File: src/rtl/wb_bram_ctrl_if.sv
// Wishbone classic bus bundle between the QSPI master port and the BRAM controller.
// Signal names keep the slave-side _i/_o orientation used at the controller.
interface wb_bram_ctrl_if;
  logic        wbs_cyc_i;
  logic        wbs_stb_i;
  logic [31:0] wbs_adr_i;
  logic        wbs_we_i;
  logic [31:0] wbs_dat_i;
  logic [3:0]  wbs_sel_i;
  logic [31:0] wbs_dat_o;
  logic        wbs_ack_o;
  logic        wbs_err_o;

  modport slave (
    input  wbs_cyc_i, wbs_stb_i, wbs_adr_i, wbs_we_i, wbs_dat_i, wbs_sel_i,
    output wbs_dat_o, wbs_ack_o, wbs_err_o
  );

  modport master (
    output wbs_cyc_i, wbs_stb_i, wbs_adr_i, wbs_we_i, wbs_dat_i, wbs_sel_i,
    input  wbs_dat_o, wbs_ack_o, wbs_err_o
  );
endinterface

File: src/rtl/wb_bram_ctrl.sv
// Wishbone classic slave fronting a single-port synchronous block RAM, with
// saturating write/read/error counters, a counter-clear register and error decode.
module wb_bram_ctrl #(
  parameter int AW    = 9,
  parameter int CNT_W = 16
) (
  input  logic          sys_clk,
  input  logic          rst,
  wb_bram_ctrl_if.slave wbs,
  output logic          mem_en,
  output logic [AW-1:0] mem_addr,
  output logic [3:0]    mem_we,
  output logic [31:0]   mem_wdata,
  input  logic [31:0]   mem_rdata
);

  typedef enum logic [1:0] {
    ST_IDLE = 2'd0,
    ST_RD   = 2'd1,
    ST_ACK  = 2'd2,
    ST_ERR  = 2'd3
  } state_e;

  function automatic logic [31:0] zext_cnt(input logic [CNT_W-1:0] v);
    logic [31:0] r;
    r = 32'd0;
    r[CNT_W-1:0] = v;
    return r;
  endfunction

  function automatic logic [CNT_W-1:0] sat_inc(input logic [CNT_W-1:0] v);
    logic [CNT_W-1:0] r;
    if (v == {CNT_W{1'b1}}) begin
      r = v;
    end else begin
      r = v + CNT_W'(1);
    end
    return r;
  endfunction

  state_e           state_q, state_d;
  logic [31:0]      dat_q, dat_d;
  logic             ack_q, err_q;
  logic             wr_q, wr_d;
  logic             clr_q, clr_d;
  logic [CNT_W-1:0] wr_cnt_q, wr_cnt_d;
  logic [CNT_W-1:0] rd_cnt_q, rd_cnt_d;
  logic [CNT_W-1:0] err_cnt_q, err_cnt_d;

  logic        req_s;
  logic        ram_hit_s;
  logic        reg_hit_s;
  logic        idle_s;
  logic [31:0] reg_rdata_s;

  assign req_s     = wbs.wbs_cyc_i & wbs.wbs_stb_i;
  assign ram_hit_s = (wbs.wbs_adr_i[31:AW+2] == {(30-AW){1'b0}});
  assign reg_hit_s = (wbs.wbs_adr_i[31:4] == 28'h0000100);
  assign idle_s    = (state_q == ST_IDLE);

  // The RAM port follows the bus only while idle; rst forces it quiet immediately.
  assign mem_en    = idle_s & req_s & ram_hit_s & ~rst;
  assign mem_we    = {4{mem_en & wbs.wbs_we_i}} & wbs.wbs_sel_i;
  assign mem_addr  = wbs.wbs_adr_i[AW+1:2];
  assign mem_wdata = wbs.wbs_dat_i;

  assign wbs.wbs_dat_o = dat_q;
  assign wbs.wbs_ack_o = ack_q;
  assign wbs.wbs_err_o = err_q;

  // Register-space read mux
  always_comb begin
    reg_rdata_s = 32'd0;
    case (wbs.wbs_adr_i[3:2])
      2'd0:    reg_rdata_s = zext_cnt(wr_cnt_q);
      2'd1:    reg_rdata_s = zext_cnt(rd_cnt_q);
      2'd2:    reg_rdata_s = zext_cnt(err_cnt_q);
      2'd3:    reg_rdata_s = 32'd0;
      default: reg_rdata_s = 32'd0;
    endcase
  end

  // Next-state, data capture and transaction-kind tracking
  always_comb begin
    state_d = state_q;
    dat_d   = dat_q;
    wr_d    = wr_q;
    clr_d   = clr_q;
    case (state_q)
      ST_IDLE: begin
        if (req_s) begin
          wr_d  = wbs.wbs_we_i;
          clr_d = 1'b0;
          if (ram_hit_s) begin
            dat_d   = 32'd0;
            state_d = wbs.wbs_we_i ? ST_ACK : ST_RD;
          end else if (reg_hit_s) begin
            dat_d   = wbs.wbs_we_i ? 32'd0 : reg_rdata_s;
            clr_d   = wbs.wbs_we_i & (wbs.wbs_adr_i[3:2] == 2'd3);
            state_d = ST_ACK;
          end else begin
            dat_d   = 32'd0;
            state_d = ST_ERR;
          end
        end else begin
          state_d = ST_IDLE;
        end
      end
      ST_RD: begin
        if (wbs.wbs_cyc_i) begin
          dat_d   = mem_rdata;
          state_d = ST_ACK;
        end else begin
          state_d = ST_IDLE;
        end
      end
      ST_ACK: begin
        dat_d   = 32'd0;
        state_d = ST_IDLE;
      end
      ST_ERR: begin
        dat_d   = 32'd0;
        state_d = ST_IDLE;
      end
      default: begin
        dat_d   = 32'd0;
        state_d = ST_IDLE;
      end
    endcase
  end

  // Counters move during the ack/err cycle, so a register read sees pre-increment values
  always_comb begin
    wr_cnt_d  = wr_cnt_q;
    rd_cnt_d  = rd_cnt_q;
    err_cnt_d = err_cnt_q;
    if (state_q == ST_ACK) begin
      if (clr_q) begin
        wr_cnt_d  = {CNT_W{1'b0}};
        rd_cnt_d  = {CNT_W{1'b0}};
        err_cnt_d = {CNT_W{1'b0}};
      end else if (wr_q) begin
        wr_cnt_d = sat_inc(wr_cnt_q);
      end else begin
        rd_cnt_d = sat_inc(rd_cnt_q);
      end
    end else if (state_q == ST_ERR) begin
      err_cnt_d = sat_inc(err_cnt_q);
    end else begin
      err_cnt_d = err_cnt_q;
    end
  end

  // State and output registers
  always_ff @(posedge sys_clk or posedge rst) begin
    if (rst) begin
      state_q   <= ST_IDLE;
      dat_q     <= 32'd0;
      ack_q     <= 1'b0;
      err_q     <= 1'b0;
      wr_q      <= 1'b0;
      clr_q     <= 1'b0;
      wr_cnt_q  <= {CNT_W{1'b0}};
      rd_cnt_q  <= {CNT_W{1'b0}};
      err_cnt_q <= {CNT_W{1'b0}};
    end else begin
      state_q   <= state_d;
      dat_q     <= dat_d;
      ack_q     <= (state_d == ST_ACK);
      err_q     <= (state_d == ST_ERR);
      wr_q      <= wr_d;
      clr_q     <= clr_d;
      wr_cnt_q  <= wr_cnt_d;
      rd_cnt_q  <= rd_cnt_d;
      err_cnt_q <= err_cnt_d;
    end
  end

endmodule

File: src/flat_wrapper.sv
// flat-port wrapper written by rule: the top's interface ports become plain ports
module wb_bram_ctrl_flat 
#(
  parameter int AW    = 9,
  parameter int CNT_W = 16
)
  (sys_clk, rst, mem_en, mem_addr, mem_we, mem_wdata, mem_rdata, wbs_wbs_cyc_i, wbs_wbs_stb_i, wbs_wbs_adr_i, wbs_wbs_we_i, wbs_wbs_dat_i, wbs_wbs_sel_i, wbs_wbs_dat_o, wbs_wbs_ack_o, wbs_wbs_err_o);
  wb_bram_ctrl_if wbs_i ();
  input  logic sys_clk;
  input  logic rst;
  output logic mem_en;
  output logic [AW-1:0] mem_addr;
  output logic [3:0] mem_we;
  output logic [31:0] mem_wdata;
  input  logic [31:0] mem_rdata;
  input wire logic [$bits(wbs_i.wbs_cyc_i)-1:0] wbs_wbs_cyc_i;
  input wire logic [$bits(wbs_i.wbs_stb_i)-1:0] wbs_wbs_stb_i;
  input wire logic [$bits(wbs_i.wbs_adr_i)-1:0] wbs_wbs_adr_i;
  input wire logic [$bits(wbs_i.wbs_we_i)-1:0] wbs_wbs_we_i;
  input wire logic [$bits(wbs_i.wbs_dat_i)-1:0] wbs_wbs_dat_i;
  input wire logic [$bits(wbs_i.wbs_sel_i)-1:0] wbs_wbs_sel_i;
  output wire logic [$bits(wbs_i.wbs_dat_o)-1:0] wbs_wbs_dat_o;
  output wire logic [$bits(wbs_i.wbs_ack_o)-1:0] wbs_wbs_ack_o;
  output wire logic [$bits(wbs_i.wbs_err_o)-1:0] wbs_wbs_err_o;
  assign wbs_i.wbs_cyc_i = wbs_wbs_cyc_i;
  assign wbs_i.wbs_stb_i = wbs_wbs_stb_i;
  assign wbs_i.wbs_adr_i = wbs_wbs_adr_i;
  assign wbs_i.wbs_we_i = wbs_wbs_we_i;
  assign wbs_i.wbs_dat_i = wbs_wbs_dat_i;
  assign wbs_i.wbs_sel_i = wbs_wbs_sel_i;
  assign wbs_wbs_dat_o = wbs_i.wbs_dat_o;
  assign wbs_wbs_ack_o = wbs_i.wbs_ack_o;
  assign wbs_wbs_err_o = wbs_i.wbs_err_o;
  wb_bram_ctrl #(.AW(AW), .CNT_W(CNT_W)) u_core (.sys_clk(sys_clk), .rst(rst), .wbs(wbs_i), .mem_en(mem_en), .mem_addr(mem_addr), .mem_we(mem_we), .mem_wdata(mem_wdata), .mem_rdata(mem_rdata));
endmodule
File: config.mk
export PLATFORM = sky130hd
export DESIGN_NAME = wb_bram_ctrl_flat
export DESIGN_NICKNAME = d
export VERILOG_FILES = /design/src/rtl/wb_bram_ctrl_if.sv /design/src/rtl/wb_bram_ctrl.sv /design/src/flat_wrapper.sv
export SDC_FILE = /design/constraint.sdc
export NUM_CORES = 1
export LEC_CHECK = 0
export CAP_MARGIN = 10
export CORE_ASPECT_RATIO = 1.1
export CORE_UTILIZATION = 40
export CTS_BUF_LIST = sky130_fd_sc_hd__clkbuf_8
export DETAILED_ROUTE_END_ITERATION = 12
export GPL_TIMING_DRIVEN = 1
export PLACE_DENSITY = 0.83
export SYNTH_ARGS = -nofsm -noshare
export SYNTH_HDL_FRONTEND = slang
export SYNTH_SLANG_ARGS = --single-unit
File: constraint.sdc
create_clock -name sys_clk -period 5.7 [get_ports sys_clk]
set_clock_uncertainty 0.1 [all_clocks]
set_input_delay 1.14 -clock sys_clk [delete_from_list [all_inputs] [get_ports sys_clk]]
set_output_delay 1.14 -clock sys_clk [all_outputs]
set_load 0.01 [all_outputs]
# --- After elaboration in Yosys (flattened, before gate mapping) ---
# Cells that the tools add are included.
word_totals:
  register_bits: 86
  elab_cells: 75
op_classes:
  addsub: 3
  n_eq_ne: 19
  mux: 25
  bitwise: 8
  reduce_logical: 11
op_table:
  columns: ["operator", "count"]
  rows:
  - ["$mux 16", 10]
  - ["$mux 32", 5]
  - ["$pmux 32 s4", 1]
  - ["$pmux 32 s3", 1]
  - ["$add 16x1->16 const B", 3]
  - ["$eq 16x16->1 const B", 3]
  - ["$eq 28x9->1 const B", 1]
  - ["$logic_not 21->1", 1]
  - ["$eq 2x2->1 const B", 6]
  - ["$ne 2x1->1 const B", 5]
  - ["$reduce_and 3->1", 3]
  - ["$mux 2", 4]
  - ["$and 1x1->1", 6]
  - ["$pmux 2 s3", 1]
  - ["$and 4x4->4", 1]
  - ["$eq 2x1->1 const B", 2]
  - ["$logic_not 2->1", 2]
  - ["$ne 2x2->1 const B", 2]
  - ["$reduce_and 2->1", 2]
  - ["$reduce_bool 2->1", 2]
  - ["$mux 1", 3]
  - ["$reduce_or 2->1", 1]
  - ["$not 1->1", 1]

# --- Longest topological paths before layout ---
# Gate-level depths: netlist of the first run.
depth:
  depth_word: 7
  mapped_depth: 8
  depth_no_buf: 6

# --- Least setup slack after synthesis of the first run ---
# Ideal clock, no wire load.
synth_timing:
  path_type: "input to output"
  start: "in rst"
  end: "out mem_we[0]"
  arrival_time_ps: 3589
  slack_ps: 871
  cell_stages: 4
  path_buffers: 0
  path_cell_list: "inv_1 > nand2_1 > nor4_1 > and2_1"
synth_via:
  elab_chain_cells: 4
synth_rtl:
  columns: ["item", "line_no", "rtl"]
  rows:
  - ["start: declaration", "flat_wrapper.sv:10", "input logic rst;"]
  - ["$not 1->1", "wb_bram_ctrl.sv:62", "assign mem_en = idle_s & req_s & ram_hit_s & ~rst;"]
  - ["$and 1x1->1", "wb_bram_ctrl.sv:62", null]
  - ["$and 1x1->1", "wb_bram_ctrl.sv:63", "assign mem_we = {4{mem_en & wbs.wbs_we_i}} & wbs.wbs_sel_i;"]
  - ["$and 4x4->4", "wb_bram_ctrl.sv:63", null]
  - ["end: declaration", "flat_wrapper.sv:13", "output logic [3:0] mem_we;"]
# Every way passes these cells.

# --- Final worst setup path of the first run ---
layout_timing:
  start: "in wbs_wbs_adr_i[28]"
  end: "out mem_we[1]"
layout_via:
  elab_chain_cells: 5
layout_rtl:
  columns: ["item", "line_no", "rtl"]
  rows:
  - ["start: declaration", "flat_wrapper.sv:18", "input wire logic [$bits(wbs_i.wbs_adr_i)-1:0] wbs_wbs_adr_i;"]
  - ["$logic_not 21->1", "wb_bram_ctrl.sv:57", "assign ram_hit_s = (wbs.wbs_adr_i[31:AW+2] == {(30-AW){1'b0}});"]
  - ["$and 1x1->1 (2 in series)", "wb_bram_ctrl.sv:62", null]
  - ["$and 1x1->1", "wb_bram_ctrl.sv:63", null]
  - ["$and 4x4->4", "wb_bram_ctrl.sv:63", null]
# Every way passes these cells.

==> results of run 1 <==
-- worst max-delay path: cells and delay by family --
kind | cells | cell delay, ps
buffers and inverters | 2 | 950
AND/OR/NAND/NOR | 5 | 1580
-- area by class of cell --
cell class              instances  area (µm²)  share of cell area (%)
multi-input cells             394        2380                    38.6
flip-flops and latches         86        2150                    34.9
repair buffers                122        1210                    19.6
well taps                     154         193                    3.12
clock buffers                   9         124                    2.01
clock inverters                 7        90.1                    1.46
inverters                       6        23.8                   0.385
-- through the flow --
step                      area [µm²]  instances  utilization (%)  hold WS [ps]  total power, W
final                           6170        778             51.0           397         0.00149
after global routing            6170        778             51.0           418         0.00155
after CTS                       6160        777             51.0           402         0.00149
after detailed placement        5950        761             49.2           381         0.00102
after global placement          5950        761             49.2           375         0.00101
after floorplan                 4990        557                -           389        0.000916
-- logic make-up (layout without fill, tap and decap cells) --
family,after synthesis,after routing,synth area share [%]
multiplexers,19,19,3.86
flip-flops,86,86,43.1
buffers and inverters,77,144,9.55
XOR/XNOR,29,29,5.09
AO/OA/AOI/OAI,117,117,15.3
adder cells (fa/ha/maj),3,3,0.752
AND/OR/NAND/NOR,226,226,22.4
-- flip-flops by register name, summed over array words and instances, names as in the netlist --
name	count
u_core.wbs.wbs_ack_o	1
u_core.wr_q	1
u_core.err_cnt_q	16
u_core.rd_cnt_q	16
u_core.wbs.wbs_dat_o	32
u_core.clr_q	1
u_core.state_q	2
u_core.wbs.wbs_err_o	1
u_core.wr_cnt_q	16
-- cells in the final DEF (no fill, tap or decap), drive strengths merged, types with 10 or more instances in the layout --
cell | netlist | routed
mux2i | 17 | 17
a21oi | 45 | 45
a22o | 16 | 16
nor3 | 10 | 10
xnor2 | 11 | 11
nand2 | 48 | 48
o21ai | 21 | 21
nor2 | 85 | 85
nand3 | 18 | 18
clkdlybuf4s50 | 0 | 118
nand4 | 16 | 16
xor2 | 18 | 18
dfrtp | 86 | 86
-- how the worst max path moves through the flow --
| stage | depth (start not counted) | to | start | slack [ps] |
|---|---|---|---|---|
| detailed placement | 7 | mem_we[1] | wbs_wbs_adr_i[28] | 760 |
| global placement | 7 | mem_we[3] | wbs_wbs_adr_i[28] | 880 |
| CTS | 7 | mem_we[1] | wbs_wbs_adr_i[28] | 770 |
| floorplan | 4 | mem_we[0] | rst | 870 |
| finish | 7 | mem_we[1] | wbs_wbs_adr_i[28] | 790 |
| global route | 7 | mem_we[1] | wbs_wbs_adr_i[28] | 670 |
-- power groups by stage --
stage	Clock (W)	Combinational (W)	Sequential, W
final	0.000469	0.000281	0.000735
after global routing	0.000498	0.000309	0.000742
after CTS	0.000475	0.000282	0.000733
after detailed placement	0	0.000278	0.000745
after global placement	0	0.000269	0.000740
after floorplan	0	0.000187	0.000729
-- layer usage --
layer,part of all wire (%),routed length (µm),vias up,global-route usage (%)
met2,50,6340,183,33.7
met1,41,5130,2069,23.3
met5,0,0,-,0
met3,6.7,838,26,3.17
li1,-,-,2062,-
met4,2.2,283,0,9.12
==> key figures, run 1 <==
Critical path
  – CP Max Fanout: 5
  – R2R Setup Slk: around 3200 ps
  – Reg2reg path depth: 5
  – Critical path endpoint category: output port
  – Crit path largest cell delay: between 500 and 600 ps
  – Reg-to-reg critical path endpoint: u_core.wbs.wbs_dat_o[11]
  – Crit path DAT: 3670 ps
  – Worst EP required: between 4000 and 5000 ps
  – R2R Path Start: u_core.state_q[0]
  – Worst-path cell chain: clkdlybuf4s50_1 -> nor4_1 -> nand2_1 -> or3_1 -> nor4_1 -> and2_1 -> clkdlybuf4s50_1
  – Crit path launch type: input pin
  – Critical Path Slowest Stage Cell: clkdlybuf4s50_1
  – Crit Path Category: input pin to output port

Yosys
  – Synth async-reset ratio: 100%
  – Ys Warns: 0
  – Mapped cell area: ~0.0050 mm²
  – Post-synthesis register bit count: between 80 and 90
  – Synth top area cells: dfrtp_1 (43%), nor2_1 (6.4%), buf_4 (6.2%), a21oi_1 (4.5%), nand2_1 (3.6%)
  – Post-synth top area share: between 40% and 50%
  – Mean Syn Cell Area: between 8 and 9 µm²
  – Seq/Total Area, Yosys: a little over two fifths
  – Synth Instances: between 500 and 600
  – Post-synth EDFFs: 0
  – Syn nets: ~670
  – List of most frequent post-synthesis cells: dfrtp_1 (86), nor2_1 (85), nand2_1 (48), a21oi_1 (45), buf_4 (41)
  – Synth cell types: 52
  – Most common cell in the netlist: dfrtp_1
  – Top_reg_cell synth: dfrtp_1
  – Yosys top cell by area: dfrtp_1

Routing
  – Initial DRT Pass Iterations: 5
  – Initial DRC Count: 423
  – Vias: around 4,300
  – DRT Wirelength: roughly 13 mm
  – Avg Vias per Cell: 5.58
  – Residual DRC: 0
  – Drt wl/cell: around 16 µm
  – DRT antenna net count: 0

Timing
  – Slew Viols, Final: 0
  – Period Utilization, post-route: 86.1%
  – Fin crit period: roughly 5000 ps
  – Max_slew headroom: 22.1%
  – Tightest Pin Transition: about 1200 ps
  – Max frequency: just over 200 MHz
  – Setup TNS: 0 ps
  – Setup WS post-layout: 791 ps
  – RSZ-0062 raised after global routing: no
  – Final Hold Viols: 0
  – Final setup violation count: 0

Clock tree
  – Clk sink count: 86
  – CTS-repair resized insts: 0
  – TritonCTS buffer count: 9
  – Max H-tree Level: 3
  – Clock transition at path regs: roughly 80 ps
  – CTS tree: yes
  – CTS Buffer Depth: 2
  – Hold Buf Count CTS: 0
  – CTS Root Cell: clkbuf_8
  – Worst-Skew Late Latency: around 360 ps
  – Total setup buffers inserted after CTS: 0

Outcome
  – Status: finished, final reports clean

Pwr
  – Sequential power share: between 40% and 50%
  – Sw power: roughly 0.00043 W
  – Comb pwr share: 18.9%
  – Peak supply drop: around 150 µV
  – Leakage: 2.60 nW
  – PwrDens: roughly 240 mW/mm²
  – Sw Ratio: about 29%
  – Clock power frac: 31.6%
  – Internal power: between 0.001 and 0.0015 W

Floorplan
  – Rows: between 40 and 50
  – Core area: roughly 0.012 mm²
  – Die area: 0.0129 mm²
  – Starting density of the core: between 40% and 50%
  – Die width: 109 µm
  – Die height: 119 µm
  – Top-Level Pins: approximately 190

Global routing
  – Vias in the first global route: about 4,200
  – Total gr overflow: 0
  – GRT Overall Usage: between 10% and 20%
  – Antenna violations before repair: 0
  – Pin count of the biggest net entering global routing: between 80 and 90
  – First-pass GRT wire length: 19.8 mm

Run
  – Max_cap viols: 0

Hold path
  – Min-delay src: u_core.wbs.wbs_dat_o[15]
  – WHS Endpoint: u_core.wbs.wbs_dat_o[15]
  – HP Class: flop to flop
  – Hold path depth: 2

Finish
  – NumNets Final: between 700 and 800
  – Layout cells sized above 1: under 10%
  – Fill cells: approximately 1,000
  – N_diodes: 0
  – Area growth from synthesis to layout: 23.6%

Place
  – I/O Buffers: 118
  – RePlAce Congestion: 0.920
  – Post-DP HPWL: 9.10 mm
  – Pre-CTS setup slack: 762 ps
No activity file was read; power rests on OpenSTA's default activity.
==> run 2, diff against run 1 <==
--- a/config.mk
+++ b/config.mk
@@ -5,13 +5,14 @@
 export SDC_FILE = /design/constraint.sdc
 export NUM_CORES = 1
 export LEC_CHECK = 0
+export ABC_AREA = 1
 export CAP_MARGIN = 10
 export CORE_ASPECT_RATIO = 1.1
 export CORE_UTILIZATION = 40
 export CTS_BUF_LIST = sky130_fd_sc_hd__clkbuf_8
 export DETAILED_ROUTE_END_ITERATION = 12
 export GPL_TIMING_DRIVEN = 1
-export PLACE_DENSITY = 0.83
+export PLACE_DENSITY = 0.81
 export SYNTH_ARGS = -nofsm -noshare
 export SYNTH_HDL_FRONTEND = slang
 export SYNTH_SLANG_ARGS = --single-unit
==> constraint.sdc (replaced) <==
create_clock -name sys_clk -period 5.37 [get_ports sys_clk]
set_clock_uncertainty 0.1 [all_clocks]
set_input_delay 1.074 -clock sys_clk [delete_from_list [all_inputs] [get_ports sys_clk]]
set_output_delay 1.074 -clock sys_clk [all_outputs]
set_load 0.01 [all_outputs]
==> run 2 against run 1 <==
Critical path depth rose by 2. Total power grew 16%. Global-route usage is 1.7 points higher. Die area is 15% higher. Register-to-register slack worse by 520 ps. Sequential share of layout area decreased by 4.1 points. Synthesized area rose by 15%. Core utilization shrank 0.74 points. Non-clock buffer count rose by 1. Synthesized cell count grew 55%. First-iteration DRC count grew 12%. Largest cell class unchanged. Highest routed layer unchanged.
==> key figures, run 2 <==
Yosys
  – Most common cell in the netlist: nand2_1
  – List of most frequent post-synthesis cells: nand2_1 (278), nor2_1 (117), dfrtp_1 (86), inv_1 (83), nand3_1 (78)
  – Ys Warns: 0 (unchanged)
  – Synth Instances: 863 (+55%)
  – Mapped cell area: 0.00574 mm² (+15%)
  – Synth async-reset ratio: 100% (unchanged)
  – Post-synth top area share: 37.5% (-5.6 points)
  – Seq/Total Area, Yosys: 37.5% (-5.6 points)
  – Top_reg_cell synth: dfrtp_1
  – Post-synthesis register bit count: 86 (unchanged)
  – Post-synth EDFFs: 0 (unchanged)
  – Syn nets: 971 (+46%)
  – Synth cell types: 35 (-33%)
  – Mean Syn Cell Area: 6.66 µm² (-26%)
  – Yosys top cell by area: dfrtp_1
  – Synth top area cells: dfrtp_1 (37%), nand2_1 (18%), nor2_1 (7.6%), nand3_1 (6.8%), buf_4 (5.6%)

Critical path
  – Top cell family by delay on the critical path: simple AND/OR/NAND/NOR gates
  – Crit path DAT: 3140 ps (-530 ps)
  – Top cell by count, worst path: nor2_1
  – CP Max Fanout: 4 (-1)
  – R2R Path Start: u_core.state_q[0]
  – Worst EP required: 4200 ps (-260 ps)
  – Critical Path Slowest Stage Cell: clkdlybuf4s50_1
  – Crit path largest cell delay: 540 ps (about the same)
  – CP Buf/Inv Count: 2 (unchanged)
  – R2R Setup Slk: 2690 ps (-520 ps)
  – Reg2reg path depth: 7 (+2)
  – Crit Path Category: input pin to output port
  – Critical path endpoint category: output port
  – Reg-to-reg critical path endpoint: u_core.rd_cnt_q[5]
  – Crit path launch type: input pin
  – Worst-path cell chain: clkdlybuf4s50_1 -> nor2_1 -> nand2_1 -> nor2_1 -> nand3_1 -> nor3_1 -> nand2_1 -> nor2_1 -> clkdlybuf4s50_1

Timing
  – Max_slew headroom: 28.5% (+6.4 points)
  – RSZ-0062 raised after global routing: no
  – Max frequency: 232 MHz
  – Slew Viols, Final: 0 (unchanged)
  – Setup TNS: 0 ps (unchanged)
  – Final setup violation count: 0 (unchanged)
  – Hold WS: 379 ps (-17.5 ps)
  – Tightest Pin Transition: 1070 ps (-93.8 ps)
  – Fin crit period: roughly 4300 ps
  – Period Utilization, post-route: 80.3%
  – Final Hold Viols: 0 (unchanged)

Clock tree
  – Max H-tree Level: 3 (unchanged)
  – CTS Root Cell: clkbuf_8
  – Clk sink count: 86 (unchanged)
  – Worst-Skew Late Latency: 390 ps (+30 ps)
  – Hold Buf Count CTS: 0 (unchanged)
  – CTS tree: yes
  – Clock transition at path regs: 100 ps (+20 ps)
  – TritonCTS buffer count: 9 (unchanged)
  – CTS-repair resized insts: 0 (unchanged)
  – CTS Buffer Depth: 2 (unchanged)
  – Total setup buffers inserted after CTS: 0 (unchanged)

Finish
  – N_diodes: 0 (unchanged)
  – NumNets Final: 1,041 (+43%)
  – Commonest non-fill, non-tap cell in the layout: nand2_1
  – Max reg flops: 32 (unchanged)
  – Most frequent cells in the layout: nand2_1 (278), clkdlybuf4s50_1 (118), nor2_1 (115), dfrtp_1 (86), inv_1 (82)
  – Layout cells sized above 1: 5.44% (-0.97 points)
  – Area growth from synthesis to layout: 21.8%

Global routing
  – GRT Overall Usage: 21.2% (+1.7 points)
  – Vias in the first global route: 5,240 (+26%)
  – Total gr overflow: 0 (unchanged)
  – First-pass GRT wire length: 24.5 mm (+24%)
  – Pin count of the biggest net entering global routing: 61 (-30%)
  – Antenna violations before repair: 0 (unchanged)

Floorplan
  – Starting density of the core: 41.3% (about the same)
  – Core area: 0.0139 mm² (+15%)
  – Die width: 116 µm (+7.1%)
  – Die height: 128 µm (+7.1%)
  – Top-Level Pins: 185 (unchanged)
  – Die area: 0.0148 mm² (+15%)
  – Rows: 45 (+7.1%)

Routing
  – Detail Route met3 WL: 847 µm (+1.1%)
  – Avg Vias per Cell: 4.96 (-11%)
  – Drt wl/cell: 13.2 µm (-18%)
  – Residual DRC: 0 (unchanged)
  – Top routing layer used: met4
  – Initial DRT Pass Iterations: 5 (unchanged)
  – Vias: 5,589 (+29%)
  – Initial DRC Count: 472 (+12%)
  – Met2 Wirelength: 7.20 mm (+14%)
  – DRT antenna net count: 0 (unchanged)
  – Wl on met1: 6.43 mm (+25%)
  – DRT Wirelength: 14.9 mm (+18%)

Place
  – I/O Buffers: 118 (unchanged)
  – RePlAce Congestion: 0.953 (+3.6%)
  – Post-DP HPWL: 11.2 mm (+23%)

Pwr
  – Leakage: 3.18 nW (+22%)
  – Peak supply drop: 126 µV (-14%)
  – Tot Pwr: 0.00172 W (+16%)
  – PwrDens: 246 mW/mm² (+2.2%)

Hold path
  – Hold path depth: 2 (unchanged)
  – Min-delay src: u_core.wbs.wbs_dat_o[29]
  – WHS Endpoint: u_core.wbs.wbs_dat_o[29]
  – HP Class: flop to flop

Run
  – Max_cap viols: 0 (unchanged)

Outcome
  – Status: finished, final reports clean
[run 2: layout make-up]
class                   instances  area (µm²)
clock inverters                 7         103
well taps                     188         235
repair buffers                123        1220
clock buffers                   9         124
inverters                      88         333
fillers                      1339        6910
multi-input cells             625        2830
flip-flops and latches         86        2150
[run 2: worst max-delay path by stage]
stage | cells past startpoint | end | startpoint
2_1_floorplan | 7 | mem_we[0] | wbs_wbs_cyc_i
3_3_place_gp | 9 | mem_we[1] | wbs_wbs_adr_i[13]
3_5_place_dp | 9 | mem_we[1] | wbs_wbs_adr_i[14]
4_1_cts | 9 | mem_we[3] | wbs_wbs_adr_i[14]
5_1_grt | 9 | mem_we[3] | wbs_wbs_adr_i[13]
6_report | 9 | mem_we[3] | wbs_wbs_adr_i[14]
[run 2: through the flow]
| step | setup WS (ps) | cells | utilization [%] | cell area (µm²) |
|---|---|---|---|---|
| floorplan | 1920 | 863 | - | 5740 |
| global placement | 1100 | 1110 | 48.7 | 6770 |
| detailed placement | 1090 | 1110 | 48.7 | 6770 |
| CTS | 1070 | 1126 | 50.3 | 7000 |
| global route | 919 | 1126 | 50.3 | 7000 |
| finish | 1060 | 1126 | 50.3 | 7000 |
[run 2: layer usage]
| layer | up-vias | GRT usage, % |
|---|---|---|
| li1 | 2817 | - |
| met1 | 2556 | 26.9 |
| met2 | 186 | 34.5 |
| met3 | 30 | 4.44 |
| met4 | 0 | 9.05 |
| met5 | - | 0 |
[run 2: cell families after synthesis]
family,share of synthesized area [%]
and+or+nand+nor,37.7
buffers and inverters,13.4
AOI/OAI and AO/OA,8.04
DFF,37.5
xor gates and xnor gates,2.74
adders and majority gates,0.654
[run 2: where the power goes]
group	total, W	internal, W	switching (W)
registers	0.000791	0.000717	0.0000744
logic	0.000403	0.000194	0.000209
clock network	0.000527	0.000267	0.000259
total	0.00172	0.00118	0.000543
[run 2: worst min-delay path, delay by kind of cell, from the launching register on]
| family | cells | cell delay [ps] |
|---|---|---|
| flops | 1 | 350 |
| simple gates | 2 | 100 |
